[src/rtl/ss_seq_engine_if.sv]
// Bundle of command, status, stream and mapper-bus signals for the
// save-state sequencing engine. The engine uses the master view; the
// environment (DMA + mapper) uses the slave view.
interface ss_seq_engine_if;
  logic       cmd_start;
  logic       cmd_save;
  logic [7:0] cur_map_idx;
  logic       busy;
  logic       done;
  logic       err;
  logic [7:0] sv_dat;
  logic       sv_valid;
  logic       sv_ready;
  logic [7:0] rs_dat;
  logic       rs_valid;
  logic       rs_ready;
  logic       ss_act;
  logic [7:0] ss_addr;
  logic       ss_we;
  logic [7:0] ss_wdat;
  logic [7:0] ss_rdat;

  modport master (
    input  cmd_start, cmd_save, cur_map_idx, sv_ready, rs_dat, rs_valid, ss_rdat,
    output busy, done, err, sv_dat, sv_valid, rs_ready, ss_act, ss_addr, ss_we, ss_wdat
  );

  modport slave (
    output cmd_start, cmd_save, cur_map_idx, sv_ready, rs_dat, rs_valid, ss_rdat,
    input  busy, done, err, sv_dat, sv_valid, rs_ready, ss_act, ss_addr, ss_we, ss_wdat
  );
endinterface

[src/rtl/ss_seq_engine.sv]
// Save-state sequencing engine. Walks the mapper slot space (tag slot
// first, then the remaining slots in ascending order) and either dumps the
// slots to an outbound byte stream or restores them from an inbound stream
// after verifying the mapper index tag. All outputs are registered.
module ss_seq_engine #(
  parameter int SS_LEN   = 128,
  parameter int IDX_ADDR = 127,
  parameter int RD_WAIT  = 4,
  parameter int WR_HOLD  = 4
) (
  input  logic           clk,
  input  logic           rst,
  ss_seq_engine_if.master bus
);

  localparam logic [6:0]  LAST_IDX = 7'(SS_LEN - 1);
  localparam logic [7:0]  TAG_ADDR = 8'(IDX_ADDR);
  localparam logic [15:0] RD_LAST  = 16'(RD_WAIT - 1);
  localparam logic [15:0] WR_LAST  = 16'(WR_HOLD - 1);

  typedef enum logic [2:0] {
    S_IDLE    = 3'd0,
    S_RD_WAIT = 3'd1,
    S_SV_PUSH = 3'd2,
    S_RS_POP  = 3'd3,
    S_WR_STB  = 3'd4,
    S_WR_REC  = 3'd5,
    S_DONE    = 3'd6
  } state_t;

  // Slot visiting order: index 0 is the tag slot, the rest walk the
  // linear address space with the tag address skipped.
  function automatic logic [7:0] slot_addr(input logic [6:0] idx);
    logic [7:0] lin;
    lin = {1'b0, idx} - 8'd1;
    if (idx == 7'd0) begin
      slot_addr = TAG_ADDR;
    end else if (lin >= TAG_ADDR) begin
      slot_addr = lin + 8'd1;
    end else begin
      slot_addr = lin;
    end
  endfunction

  state_t      state_r;
  logic [6:0]  idx_r;
  logic [15:0] cnt_r;
  logic [7:0]  tag_r;

  logic        busy_r;
  logic        done_r;
  logic        err_r;
  logic [7:0]  sv_dat_r;
  logic        sv_valid_r;
  logic        rs_ready_r;
  logic        ss_act_r;
  logic [7:0]  ss_addr_r;
  logic        ss_we_r;
  logic [7:0]  ss_wdat_r;

  logic [6:0]  next_idx_s;
  logic [7:0]  next_addr_s;

  assign next_idx_s  = idx_r + 7'd1;
  assign next_addr_s = slot_addr(next_idx_s);

  assign bus.busy     = busy_r;
  assign bus.done     = done_r;
  assign bus.err      = err_r;
  assign bus.sv_dat   = sv_dat_r;
  assign bus.sv_valid = sv_valid_r;
  assign bus.rs_ready = rs_ready_r;
  assign bus.ss_act   = ss_act_r;
  assign bus.ss_addr  = ss_addr_r;
  assign bus.ss_we    = ss_we_r;
  assign bus.ss_wdat  = ss_wdat_r;

  // Sequencer FSM with all bus/stream/status outputs registered alongside it.
  always_ff @(posedge clk) begin
    if (rst) begin
      state_r    <= S_IDLE;
      idx_r      <= 7'd0;
      cnt_r      <= 16'd0;
      tag_r      <= 8'd0;
      busy_r     <= 1'b0;
      done_r     <= 1'b0;
      err_r      <= 1'b0;
      sv_dat_r   <= 8'd0;
      sv_valid_r <= 1'b0;
      rs_ready_r <= 1'b0;
      ss_act_r   <= 1'b0;
      ss_addr_r  <= 8'd0;
      ss_we_r    <= 1'b0;
      ss_wdat_r  <= 8'd0;
    end else begin
      // done is a single-cycle pulse unless re-armed below
      done_r <= 1'b0;
      case (state_r)
        S_IDLE: begin
          if (bus.cmd_start) begin
            busy_r    <= 1'b1;
            ss_act_r  <= 1'b1;
            err_r     <= 1'b0;
            tag_r     <= bus.cur_map_idx;
            idx_r     <= 7'd0;
            ss_addr_r <= TAG_ADDR;
            cnt_r     <= 16'd0;
            if (bus.cmd_save) begin
              state_r <= S_RD_WAIT;
            end else begin
              rs_ready_r <= 1'b1;
              state_r    <= S_RS_POP;
            end
          end
        end
        S_RD_WAIT: begin
          // address held steady for the mapper's read latency
          if (cnt_r == RD_LAST) begin
            sv_dat_r   <= bus.ss_rdat;
            sv_valid_r <= 1'b1;
            state_r    <= S_SV_PUSH;
          end else begin
            cnt_r <= cnt_r + 16'd1;
          end
        end
        S_SV_PUSH: begin
          if (bus.sv_ready) begin
            sv_valid_r <= 1'b0;
            if (idx_r == LAST_IDX) begin
              ss_act_r <= 1'b0;
              done_r   <= 1'b1;
              state_r  <= S_DONE;
            end else begin
              idx_r     <= next_idx_s;
              ss_addr_r <= next_addr_s;
              cnt_r     <= 16'd0;
              state_r   <= S_RD_WAIT;
            end
          end
        end
        S_RS_POP: begin
          if (bus.rs_valid) begin
            if (idx_r == 7'd0) begin
              // first byte is the mapper index tag, never written back
              if (bus.rs_dat == tag_r) begin
                idx_r     <= next_idx_s;
                ss_addr_r <= next_addr_s;
              end else begin
                err_r      <= 1'b1;
                rs_ready_r <= 1'b0;
                ss_act_r   <= 1'b0;
                done_r     <= 1'b1;
                state_r    <= S_DONE;
              end
            end else begin
              ss_wdat_r  <= bus.rs_dat;
              rs_ready_r <= 1'b0;
              ss_we_r    <= 1'b1;
              cnt_r      <= 16'd0;
              state_r    <= S_WR_STB;
            end
          end
        end
        S_WR_STB: begin
          if (cnt_r == WR_LAST) begin
            ss_we_r <= 1'b0;
            state_r <= S_WR_REC;
          end else begin
            cnt_r <= cnt_r + 16'd1;
          end
        end
        S_WR_REC: begin
          // one idle cycle between strobes before the address moves on
          if (idx_r == LAST_IDX) begin
            ss_act_r <= 1'b0;
            done_r   <= 1'b1;
            state_r  <= S_DONE;
          end else begin
            idx_r      <= next_idx_s;
            ss_addr_r  <= next_addr_s;
            rs_ready_r <= 1'b1;
            state_r    <= S_RS_POP;
          end
        end
        S_DONE: begin
          busy_r  <= 1'b0;
          state_r <= S_IDLE;
        end
        default: begin
          busy_r     <= 1'b0;
          sv_valid_r <= 1'b0;
          rs_ready_r <= 1'b0;
          ss_act_r   <= 1'b0;
          ss_we_r    <= 1'b0;
          state_r    <= S_IDLE;
        end
      endcase
    end
  end

endmodule

[src/flat_wrapper.sv]
// flat-port wrapper written by rule: the top's interface ports become plain ports
module ss_seq_engine_flat 
#(
  parameter int SS_LEN   = 128,
  parameter int IDX_ADDR = 127,
  parameter int RD_WAIT  = 4,
  parameter int WR_HOLD  = 4
)
  (clk, rst, bus_cmd_start, bus_cmd_save, bus_cur_map_idx, bus_sv_ready, bus_rs_dat, bus_rs_valid, bus_ss_rdat, bus_busy, bus_done, bus_err, bus_sv_dat, bus_sv_valid, bus_rs_ready, bus_ss_act, bus_ss_addr, bus_ss_we, bus_ss_wdat);
  ss_seq_engine_if bus_i ();
  input  logic clk;
  input  logic rst;
  input wire logic [$bits(bus_i.cmd_start)-1:0] bus_cmd_start;
  input wire logic [$bits(bus_i.cmd_save)-1:0] bus_cmd_save;
  input wire logic [$bits(bus_i.cur_map_idx)-1:0] bus_cur_map_idx;
  input wire logic [$bits(bus_i.sv_ready)-1:0] bus_sv_ready;
  input wire logic [$bits(bus_i.rs_dat)-1:0] bus_rs_dat;
  input wire logic [$bits(bus_i.rs_valid)-1:0] bus_rs_valid;
  input wire logic [$bits(bus_i.ss_rdat)-1:0] bus_ss_rdat;
  output wire logic [$bits(bus_i.busy)-1:0] bus_busy;
  output wire logic [$bits(bus_i.done)-1:0] bus_done;
  output wire logic [$bits(bus_i.err)-1:0] bus_err;
  output wire logic [$bits(bus_i.sv_dat)-1:0] bus_sv_dat;
  output wire logic [$bits(bus_i.sv_valid)-1:0] bus_sv_valid;
  output wire logic [$bits(bus_i.rs_ready)-1:0] bus_rs_ready;
  output wire logic [$bits(bus_i.ss_act)-1:0] bus_ss_act;
  output wire logic [$bits(bus_i.ss_addr)-1:0] bus_ss_addr;
  output wire logic [$bits(bus_i.ss_we)-1:0] bus_ss_we;
  output wire logic [$bits(bus_i.ss_wdat)-1:0] bus_ss_wdat;
  assign bus_i.cmd_start = bus_cmd_start;
  assign bus_i.cmd_save = bus_cmd_save;
  assign bus_i.cur_map_idx = bus_cur_map_idx;
  assign bus_i.sv_ready = bus_sv_ready;
  assign bus_i.rs_dat = bus_rs_dat;
  assign bus_i.rs_valid = bus_rs_valid;
  assign bus_i.ss_rdat = bus_ss_rdat;
  assign bus_busy = bus_i.busy;
  assign bus_done = bus_i.done;
  assign bus_err = bus_i.err;
  assign bus_sv_dat = bus_i.sv_dat;
  assign bus_sv_valid = bus_i.sv_valid;
  assign bus_rs_ready = bus_i.rs_ready;
  assign bus_ss_act = bus_i.ss_act;
  assign bus_ss_addr = bus_i.ss_addr;
  assign bus_ss_we = bus_i.ss_we;
  assign bus_ss_wdat = bus_i.ss_wdat;
  ss_seq_engine #(.SS_LEN(SS_LEN), .IDX_ADDR(IDX_ADDR), .RD_WAIT(RD_WAIT), .WR_HOLD(WR_HOLD)) u_core (.clk(clk), .rst(rst), .bus(bus_i));
endmodule
[config.mk]
export PLATFORM = sky130hd
export DESIGN_NAME = ss_seq_engine_flat
export DESIGN_NICKNAME = d
export VERILOG_FILES = /design/src/rtl/ss_seq_engine_if.sv /design/src/rtl/ss_seq_engine.sv /design/src/flat_wrapper.sv
export SDC_FILE = /design/constraint.sdc
export NUM_CORES = 1
export LEC_CHECK = 0
export ABC_AREA = 1
export CAP_MARGIN = 40
export CORE_MARGIN = 5
export CORE_UTILIZATION = 48
export DETAILED_ROUTE_END_ITERATION = 8
export PLACE_DENSITY = 0.81
export SLEW_MARGIN = 5
export SYNTH_ARGS = -nofsm -noshare
export SYNTH_HDL_FRONTEND = slang
export SYNTH_SLANG_ARGS = --single-unit
[constraint.sdc]
create_clock -name clk -period 6 [get_ports clk]
set_input_delay 0.6 -clock clk [delete_from_list [all_inputs] [get_ports clk]]
set_output_delay 0.6 -clock clk [all_outputs]
set_load 0.005 [all_outputs]
# Yosys cells after proc, flatten, opt, wreduce, memory -nomap -nowiden
# Cells that the tools add are included.
dict set report totals {
  word_cells 138
  regBits 65
}
dict set report classes {
  eq_ne 23
  order_cmp 1
  muxes 66
  addsub 4
  reduce_logical 24
  bitwise_logic 6
}
# op count
set ops {}
lappend ops {{$mux 16} 6}
lappend ops {{$mux 8} 8}
lappend ops {{$pmux 16 s4} 1}
lappend ops {{$mux 7} 6}
lappend ops {{$pmux 8 s4} 1}
lappend ops {{$pmux 7 s4} 1}
lappend ops {{$mux 3} 9}
lappend ops {{$mux 1} 25}
lappend ops {{$reduce_and 6->1} 4}
lappend ops {{$ne 2x2->1 const B} 9}
lappend ops {{$pmux 3 s6} 1}
lappend ops {{$add 16x1->16 const B} 1}
lappend ops {{$eq 16x2->1 const B} 1}
lappend ops {{$reduce_or 5->1} 3}
lappend ops {{$logic_not 7->1} 2}
lappend ops {{$eq 3x3->1 const B} 3}
lappend ops {{$pmux 1 s3} 3}
lappend ops {{$add 8x1->8 const B} 1}
lappend ops {{$eq 8x8->1} 1}
lappend ops {{$ge 8x7->1 const B} 1}
lappend ops {{$ne 2x1->1 const B} 4}
lappend ops {{$reduce_bool 4->1} 2}
lappend ops {{$sub 7x1->8 const B} 1}
lappend ops {{$add 7x1->7 const B} 1}
lappend ops {{19 further kinds} 29}

# Longest topological paths before layout
# Gate-level depths: netlist (run 1).
dict set report logic_depth {
  depth_word 9
  mapped_depth 14
  depth_no_buf 14
}

# Worst setup path before layout (run 1)
# No wires, ideal clock.
dict set report synth_path {
  path_type {reg2reg}
  from {register u_core.idx_r[0]}
  to {register u_core.ss_addr_r[0] (netlist: u_core.bus.ss_addr[0])}
  period_less_slack_ns 1.949
  stages_incl_launch_ff 14
  t_arrival_ns 1.837
  setup_slack_ns 4.051
  t_required_ns 5.889
  path_cell_list {dfxtp_1 > buf_2 > inv_1 > ha_1 > inv_1 > nand2_1 > o21ai_0 > nand3_1 > nor2_1 > nand3_2 > nand3_1 > nand2_1 > nor2_1 > nor2_1}
}
dict set report synth_between {
  elab_chain_cells 9
}
# item line_no
set synth_lines {}
lappend synth_lines {{start: declaration} ss_seq_engine.sv:46} ;# logic [6:0] idx_r;
lappend synth_lines {{start signal: assignment} ss_seq_engine.sv:134} ;# idx_r <= next_idx_s;
lappend synth_lines {{start signal: assignment} ss_seq_engine.sv:146} ;# idx_r <= next_idx_s;
lappend synth_lines {{start signal: assignment} ss_seq_engine.sv:179} ;# idx_r <= next_idx_s;
lappend synth_lines {{$add 7x1->7} ss_seq_engine.sv:64} ;# assign next_idx_s = idx_r + 7'd1;
lappend synth_lines {{$sub 7x1->8} ss_seq_engine.sv:35} ;# lin = {1'b0, idx} - 8'd1;
lappend synth_lines {{$add 8x1->8 / $ge 8x7->1 (equally long branches)} {ss_seq_engine.sv:39, ss_seq_engine.sv:38}}
lappend synth_lines {{$mux 8} ss_seq_engine.sv:38} ;# end else if (lin >= TAG_ADDR) begin
lappend synth_lines {{$mux 8} ss_seq_engine.sv:36} ;# if (idx == 7'd0) begin
lappend synth_lines {{$mux 8} ss_seq_engine.sv:145} ;# if (bus.rs_dat == tag_r) begin
lappend synth_lines {{$mux 8} ss_seq_engine.sv:143} ;# if (idx_r == 7'd0) begin
lappend synth_lines {{$mux 8} ss_seq_engine.sv:142} ;# if (bus.rs_valid) begin
lappend synth_lines {{$pmux 8 s4} ss_seq_engine.sv:98} ;# case (state_r)
lappend synth_lines {{end signal: assignment} ss_seq_engine.sv:135} ;# ss_addr_r <= next_addr_s;
lappend synth_lines {{end signal: assignment} ss_seq_engine.sv:147} ;# ss_addr_r <= next_addr_s;
lappend synth_lines {{end signal: assignment} ss_seq_engine.sv:180} ;# ss_addr_r <= next_addr_s;
lappend synth_lines {{end: declaration} ss_seq_engine.sv:57} ;# logic [7:0] ss_addr_r;
# Parallel ways exist; a longest one is shown, timed or not. The select of a mux whose other input is x is not followed.
# A chain may end at the register's enable or synchronous reset.

# Final worst setup path (run 1)
dict set report layout_path {
  from {register u_core.idx_r[0]}
  to {register u_core.ss_addr_r[1] (netlist: u_core.bus.ss_addr[1])}
}
# The elaborated chain is that of the path after synthesis.

==> results of run 1 <==
==> worst paths after layout <==
check / endpoint / slack (ps) / cells past startpoint
setup / recovery: u_core.bus.ss_addr[1]$_SDFFE_PP0P_ / 3720 / 12
hold / removal: u_core.bus.sv_dat[3]$_SDFFE_PP0P_ / 440 / 2
setup reg to reg: u_core.bus.ss_addr[1]$_SDFFE_PP0P_ / 3720 / 12
hold reg to reg: u_core.bus.sv_dat[3]$_SDFFE_PP0P_ / 440 / 2
==> final cells by class <==
type	count	area share, %
well taps	99	2.71
inverters	64	5.25
flip-flops and latches	65	28.5
repair buffers	61	13.6
clock inverters	6	2.52
clock buffers	10	3.01
multi-input cells	390	44.4
==> flip-flops by register name, indices dropped and copies added, names as in the netlist <==
signal and flops:
u_core.idx_r 7, u_core.bus.ss_wdat 8, u_core.cnt_r 16, u_core.bus.sv_valid 1, u_core.bus.ss_act 1, u_core.bus.done 1, u_core.bus.rs_ready 1, u_core.bus.ss_we 1
u_core.bus.ss_addr 8, u_core.state_r 3, u_core.bus.err 1, u_core.bus.busy 1, u_core.tag_r 8, u_core.bus.sv_dat 8
==> critical path, stage by stage (launching register included) <==
cell and delay [ps]:
dfxtp_1 540, inv_1 150, ha_1 360, inv_1 90, nand2_1 80, nor2_1 220
nand3_1 130, nand2_1 140, nand3_2 160, nand2_1 120, nand2_1 50, nand2_1 60
a21oi_1 60
==> logic make-up after synthesis <==
family	share of synthesized area, %
buf+inv	9.20
fa+ha+maj	1.36
flops	35.4
xor+xnor	3.34
simple gates	34.5
compound gates	16.1
==> stage by stage <==
stage | hold WS (ps) | instance area (um^2) | total power (W)
finish | 443 | 4570 | 0.00175
detailed placement | 435 | 4320 | 0.00130
CTS | 447 | 4570 | 0.00176
floorplan | 440 | 3670 | 0.00112
global route | 468 | 4570 | 0.00188
global placement | 433 | 4290 | 0.00128
==> report_power, final <==
part	internal, W	total, W	switching, W
combinational	0.000277	0.000712	0.000434
sequential	0.000510	0.000579	0.0000687
clock	0.000289	0.000462	0.000173
==> per-layer routing <==
metal / part of all wire, % / global-route usage (%)
met5: 0 / 0
met3: 5.6 / 5.03
met4: 1.6 / 6.50
met1: 45 / 23.8
met2: 47 / 32.4
==> cells in the final DEF (no fill, tap or decap), drive strengths merged, types with 4 or more instances in the layout <==
master and instances:
ha 4, nand4 11, clkinv 5, xor2 4, o21ai 30, clkdlybuf4s50 59
xnor2 10, nor2 54, dfxtp 65, a211oi 7, or2 6, nand2 134
a21oi 53, inv 61, nor3 10, nand3 53, clkbuf 10
==> summary.txt, run 1 <==
GRT
  • First-pass GRT wire length: 15400 um
  • Pin count of the biggest net entering global routing: 27
  • Vias in the first global route: 3444
  • GRT Total Usage: 19.3%
  • Residual overflow from global routing: 0
  • Initial antenna violation count: 0

Critical path
  • Crit-path max FO: 10
  • Worst Path Class, Setup: reg -> reg
  • Critical Path RT: 6230 ps
  • Critical Path Source: u_core.idx_r[0]$_SDFFE_PP0P_
  • Worst Setup End Kind: flop
  • CP Data Arrival Time: 2510 ps
  • RR Startpoint: u_core.idx_r[0]$_SDFFE_PP0P_
  • Crit start category: flop

Logic synthesis
  • Dominant synthesized flop cell: dfxtp_1
  • Synth area leaders: dfxtp_1, nand2_1, nand3_1
  • Net count after synthesis: 570
  • Most common cell in the netlist: nand2_1
  • Sequential-to-total area share from yosys stat: 35.4%
  • Syn avg cell area: 6.85 um^2
  • Post-synth cell types: 40
  • Yosys top cell area share: 35.4%
  • Post-synthesis async set-or-reset flop share: 0%
  • Synth area leader: dfxtp_1
  • Number of synthesized flops with an enable pin: 0
  • Synth cell count leaders: nand2_1, dfxtp_1, inv_1
  • Synth warnings: 0
  • Synth Instances: 536
  • Yosys reg bits: 65
  • Syn Std Cell Area: 0.00367 mm^2

Clock network
  • Hold_buf cts: 0
  • Sink Count: 65
  • Number of buffers created by CTS: 9
  • Clock-pin slew on the worst setup and hold paths: 70 ps
  • CTS HTree Levels: 3
  • CTS tree: built
  • # resized after CTS: 0
  • Clk root buf: clkbuf_8
  • Postcts setup bufs: 0
  • Worst skew pair latency: 340 ps
  • Max Root-Sink Buffers: 2

Timing
  • Final Slew Violations: 0
  • Period utilization: 38.0%
  • RSZ-0062 raised after global routing: false
  • Slew at the pin closest to its max-slew limit: 677 ps
  • Relative slew margins: 54.7%
  • Setup ws final: 3720 ps
  • Fmax: 0.439 GHz
  • Final setup viols: 0
  • Post-route setup TNS: 0 ps
  • Post-route minimum period: 2280 ps
  • Fin Clk Skew: 8.78 ps
  • Final Hold Viols: 0

Final layout
  • Cell Count, Final, Fillers Out: 695
  • Nets: 625
  • Fraction of layout cells with a size suffix above 1: 11.4%
  • Antenna diode count: 0
  • Area taken by flip-flops and latches: 0.00130 mm^2
  • FILL cells: 639
  • Layout area overhead: 24.6%
  • Final core utilization: 62.4%
  • Multi-input logic area: 0.00203 mm^2

Power
  • PD cells: 383 mW/mm^2
  • P_leak: 1.78 nW
  • Peak VDD IR: 0.172 mV

Floorplanning
  • Die area: 0.00950 mm^2
  • Io pins: 61
  • Core area: 0.00733 mm^2
  • Chip width: 97.5 um
  • Floorplan row count: 31
  • Starting Density: 50.1%
  • DIE HEIGHT: 97.5 um

Flow run
  • Max-cap violations: 0

Placement
  • DP Worst Slack: 3430 ps
  • GP Congestion: 0.916
  • # port buffers: 60
  • DP HPWL: 6840 um
  • Placed Cells: 679

Routing
  • DRC: 0
  • Final wirelength: 9020 um
  • Vias: 3641
  • Drt first pass iters: 4
  • Vias/cell: 5.24
  • Avg WL per Cell: 13.0 um
  • ANT nets after route: 0
  • Iteration-0 DRC Markers: 179

Hold path
  • Worst min path class: reg -> reg
  • Min-delay src: u_core.bus.sv_dat[3]$_SDFFE_PP0P_

Outcome
  • Status: complete, no violations
Note: power is estimated with default switching activity, not from simulation.
==> run 2, diff against run 1 <==
==> constraint.sdc (replaced) <==
create_clock -name clk -period 2.36 [get_ports clk]
set_input_delay 0.236 -clock clk [delete_from_list [all_inputs] [get_ports clk]]
set_output_delay 0.236 -clock clk [all_outputs]
set_load 0.005 [all_outputs]
==> summary.txt, run 2 (synthesized netlist as in run 1, its figures left out) <==
Timing
  • Relative slew margins: 57.4% (+2.7 points)
  • Post-route minimum period: 2110 ps (-171 ps)
  • Fin Clk Skew: 9.17 ps (+0.390 ps)
  • Period utilization: 89.3% (+51 points)
  • RSZ-0062 raised after global routing: false
  • Fmax: 0.474 GHz (+8.1%)
  • Post-route setup TNS: 0 ps (unchanged)
  • Final Hold Viols: 0 (unchanged)
  • Final setup viols: 0 (unchanged)
  • Fin Hold WS: 446 ps (+2.98 ps)
  • Slew at the pin closest to its max-slew limit: 638 ps (-39.3 ps)
  • Setup ws final: 252 ps (-3470 ps)
  • Final Slew Violations: 0 (unchanged)

Final layout
  • Commonest non-fill, non-tap cell in the layout: nand2_1
  • Area taken by flip-flops and latches: 0.00131 mm^2 (+0.38%)
  • Antenna diode count: 0 (unchanged)
  • Fraction of layout cells with a size suffix above 1: 12.5% (+1.0 points)
  • Most frequent cells in the layout: nand2_1, dfxtp_1, clkdlybuf4s50_1
  • Max reg flops: 16 (unchanged)
  • Nets: 631 (+0.96%)
  • Layout area overhead: 23.9%
  • FILL cells: 660 (+3.3%)
  • Largest Register: u_core.cnt_r
  • Multi-input logic area: 0.00203 mm^2 (unchanged)
  • Post-layout instance area: 0.00455 mm^2 (-0.57%)

Clock network
  • CTS tree: built
  • Hold_buf cts: 0 (unchanged)
  • Clock-pin slew on the worst setup and hold paths: 80 ps (about the same)
  • CTS HTree Levels: 3 (unchanged)
  • Sink Count: 65 (unchanged)
  • Clk root buf: clkbuf_8
  • Max Root-Sink Buffers: 2 (unchanged)
  • Worst skew pair latency: 350 ps (about the same)
  • Number of buffers created by CTS: 9 (unchanged)

Power
  • Peak VDD IR: 0.434 mV (+150%)
  • PD cells: 938 mW/mm^2 (+140%)
  • P_leak: 1.78 nW (-0.23%)

Routing
  • Vias/cell: 5.28 (+0.72%)
  • Iteration-0 DRC Markers: 270 (+51%)
  • DRC: 0 (unchanged)
  • Final wirelength: 9410 um (+4.4%)
  • Drt first pass iters: 4 (unchanged)
  • ANT nets after route: 0 (unchanged)
  • Avg WL per Cell: 13.4 um (+3.5%)
  • Vias: 3699 (+1.6%)

GRT
  • GRT Total Usage: 20.1% (+0.83 points)
  • Vias in the first global route: 3583 (+4.0%)
  • Pin count of the biggest net entering global routing: 41 (+52%)
  • Initial antenna violation count: 0 (unchanged)
  • First-pass GRT wire length: 16000 um (+3.9%)
  • Residual overflow from global routing: 0 (unchanged)

Critical path
  • Most used cell, CP: nand2_1
  • Critical Path RT: 2640 ps (-3590 ps)
  • Critical Path, Cell by Cell: ha_1 > nand2_1 > inv_2 > nand4_1 > nand2_1 > nand2_1 > nand2_1 > clkinv_1 > nand3_4 > nor2_4 > nand3_1 > o21ai_1
  • Crit start category: flop
  • Worst R2R Setup Slack: 250 ps (-3470 ps)
  • CP Data Arrival Time: 2390 ps (-120 ps)
  • Worst Setup End Kind: flop
  • Max incr delay on CP: 390 ps (-150 ps)
  • Worst path slowest cell: dfxtp_4
  • Crit-path max FO: 23 (+13)
  • Worst Path Class, Setup: reg -> reg

Floorplanning
  • Core area: 0.00733 mm^2 (unchanged)
  • Chip width: 97.5 um (unchanged)
  • Starting Density: 50.1% (unchanged)
  • Io pins: 61 (unchanged)
  • Die area: 0.00950 mm^2 (unchanged)
  • Floorplan row count: 31 (unchanged)
  • DIE HEIGHT: 97.5 um (unchanged)

Placement
  • Post-DP Area: 0.00435 mm^2 (+0.58%)
  • # port buffers: 60 (unchanged)
  • DP HPWL: 6990 um (+2.3%)
  • DP Worst Slack: 112 ps (-3320 ps)
  • GP Congestion: 0.959 (+4.7%)

Hold path
  • Worst min path class: reg -> reg

Flow run
  • Max-cap violations: 0 (unchanged)

Outcome
  • Status: complete, no violations
-- run 2: cell types whose count changed in the layout (fill, tap and decap cells not counted) --
cell | before | now
clkinv_2 | 0 | 2
bufinv_16 | 3 | 1
dfxtp_1 | 65 | 63
clkbuf_1 | 0 | 1
buf_16 | 1 | 0
buf_4 | 0 | 7
dfxtp_2 | 0 | 1
clkinvlp_4 | 1 | 2
clkinv_4 | 2 | 0
dfxtp_4 | 0 | 1
-- run 2: layout make-up --
type	instances	share of cell area, %
clock buffer	11	3.11
clock inverter	5	1.21
inverter	64	5.28
multi-input combinational	390	44.7
sequential	65	28.7
tap	99	2.72
timing repair buffer	67	14.3
-- run 2: timing repair --
action,4_1_cts,5_1_grt
endpoints found under the setup margin,0,12
buffers inserted,0,0
gates resized for setup,0,3
-- run 2: metal layers --
metal	track usage [%]	share of wire, %	wire, um
met3	4.74	5.4	512
met1	24.3	44	4150
met4	8.95	2.4	230
met2	33.7	48	4520
met5	0	0	0
-- run 2: worst paths after layout --
path | end | from | depth (start not counted)
max | u_core.bus.ss_addr[7]$_SDFFE_PP0P_ | u_core.idx_r[0]$_SDFFE_PP0P_ | 12
min | u_core.bus.sv_dat[1]$_SDFFE_PP0P_ | u_core.bus.sv_dat[1]$_SDFFE_PP0P_ | 2
max reg2reg | u_core.bus.ss_addr[7]$_SDFFE_PP0P_ | u_core.idx_r[0]$_SDFFE_PP0P_ | 12
min reg2reg | u_core.bus.sv_dat[1]$_SDFFE_PP0P_ | u_core.bus.sv_dat[1]$_SDFFE_PP0P_ | 2
-- run 2: worst max-delay path, delay by kind of cell, from the launching register on --
kind	cells	cell delay, ps
adder cells (fa/ha/maj)	1	240
AO/OA/AOI/OAI	1	150
AND/OR/NAND/NOR	8	1110
buffers and inverters	2	130
flip-flops	1	390
-- run 2: power breakdown --
| part | total (W) | switching (W) | internal (W) |
|---|---|---|---|
| Combinational | 0.00183 | 0.00111 | 0.000727 |
| Sequential | 0.00148 | 0.000177 | 0.00130 |
| Clock | 0.000955 | 0.000442 | 0.000513 |
| Total | 0.00427 | 0.00173 | 0.00254 |
-- run 2: stage by stage --
stage               power (W)  instances  util [%]
finish                0.00427        701      62.0
global route          0.00456        701      62.0
CTS                   0.00426        701      62.0
detailed placement    0.00331        685      59.3
global placement      0.00327        685      59.3
floorplan             0.00286        536         -
==> run 3, diff against run 2 <==
--- a/config.mk
+++ b/config.mk
@@ -9,6 +9,8 @@
 export CAP_MARGIN = 40
 export CORE_MARGIN = 5
 export CORE_UTILIZATION = 48
+export CTS_CLUSTER_DIAMETER = 150
+export CTS_CLUSTER_SIZE = 12
 export DETAILED_ROUTE_END_ITERATION = 8
 export PLACE_DENSITY = 0.81
 export SLEW_MARGIN = 5
==> results of run 3 <==
Final layout, timing and power as in run 2 (identical DEF).
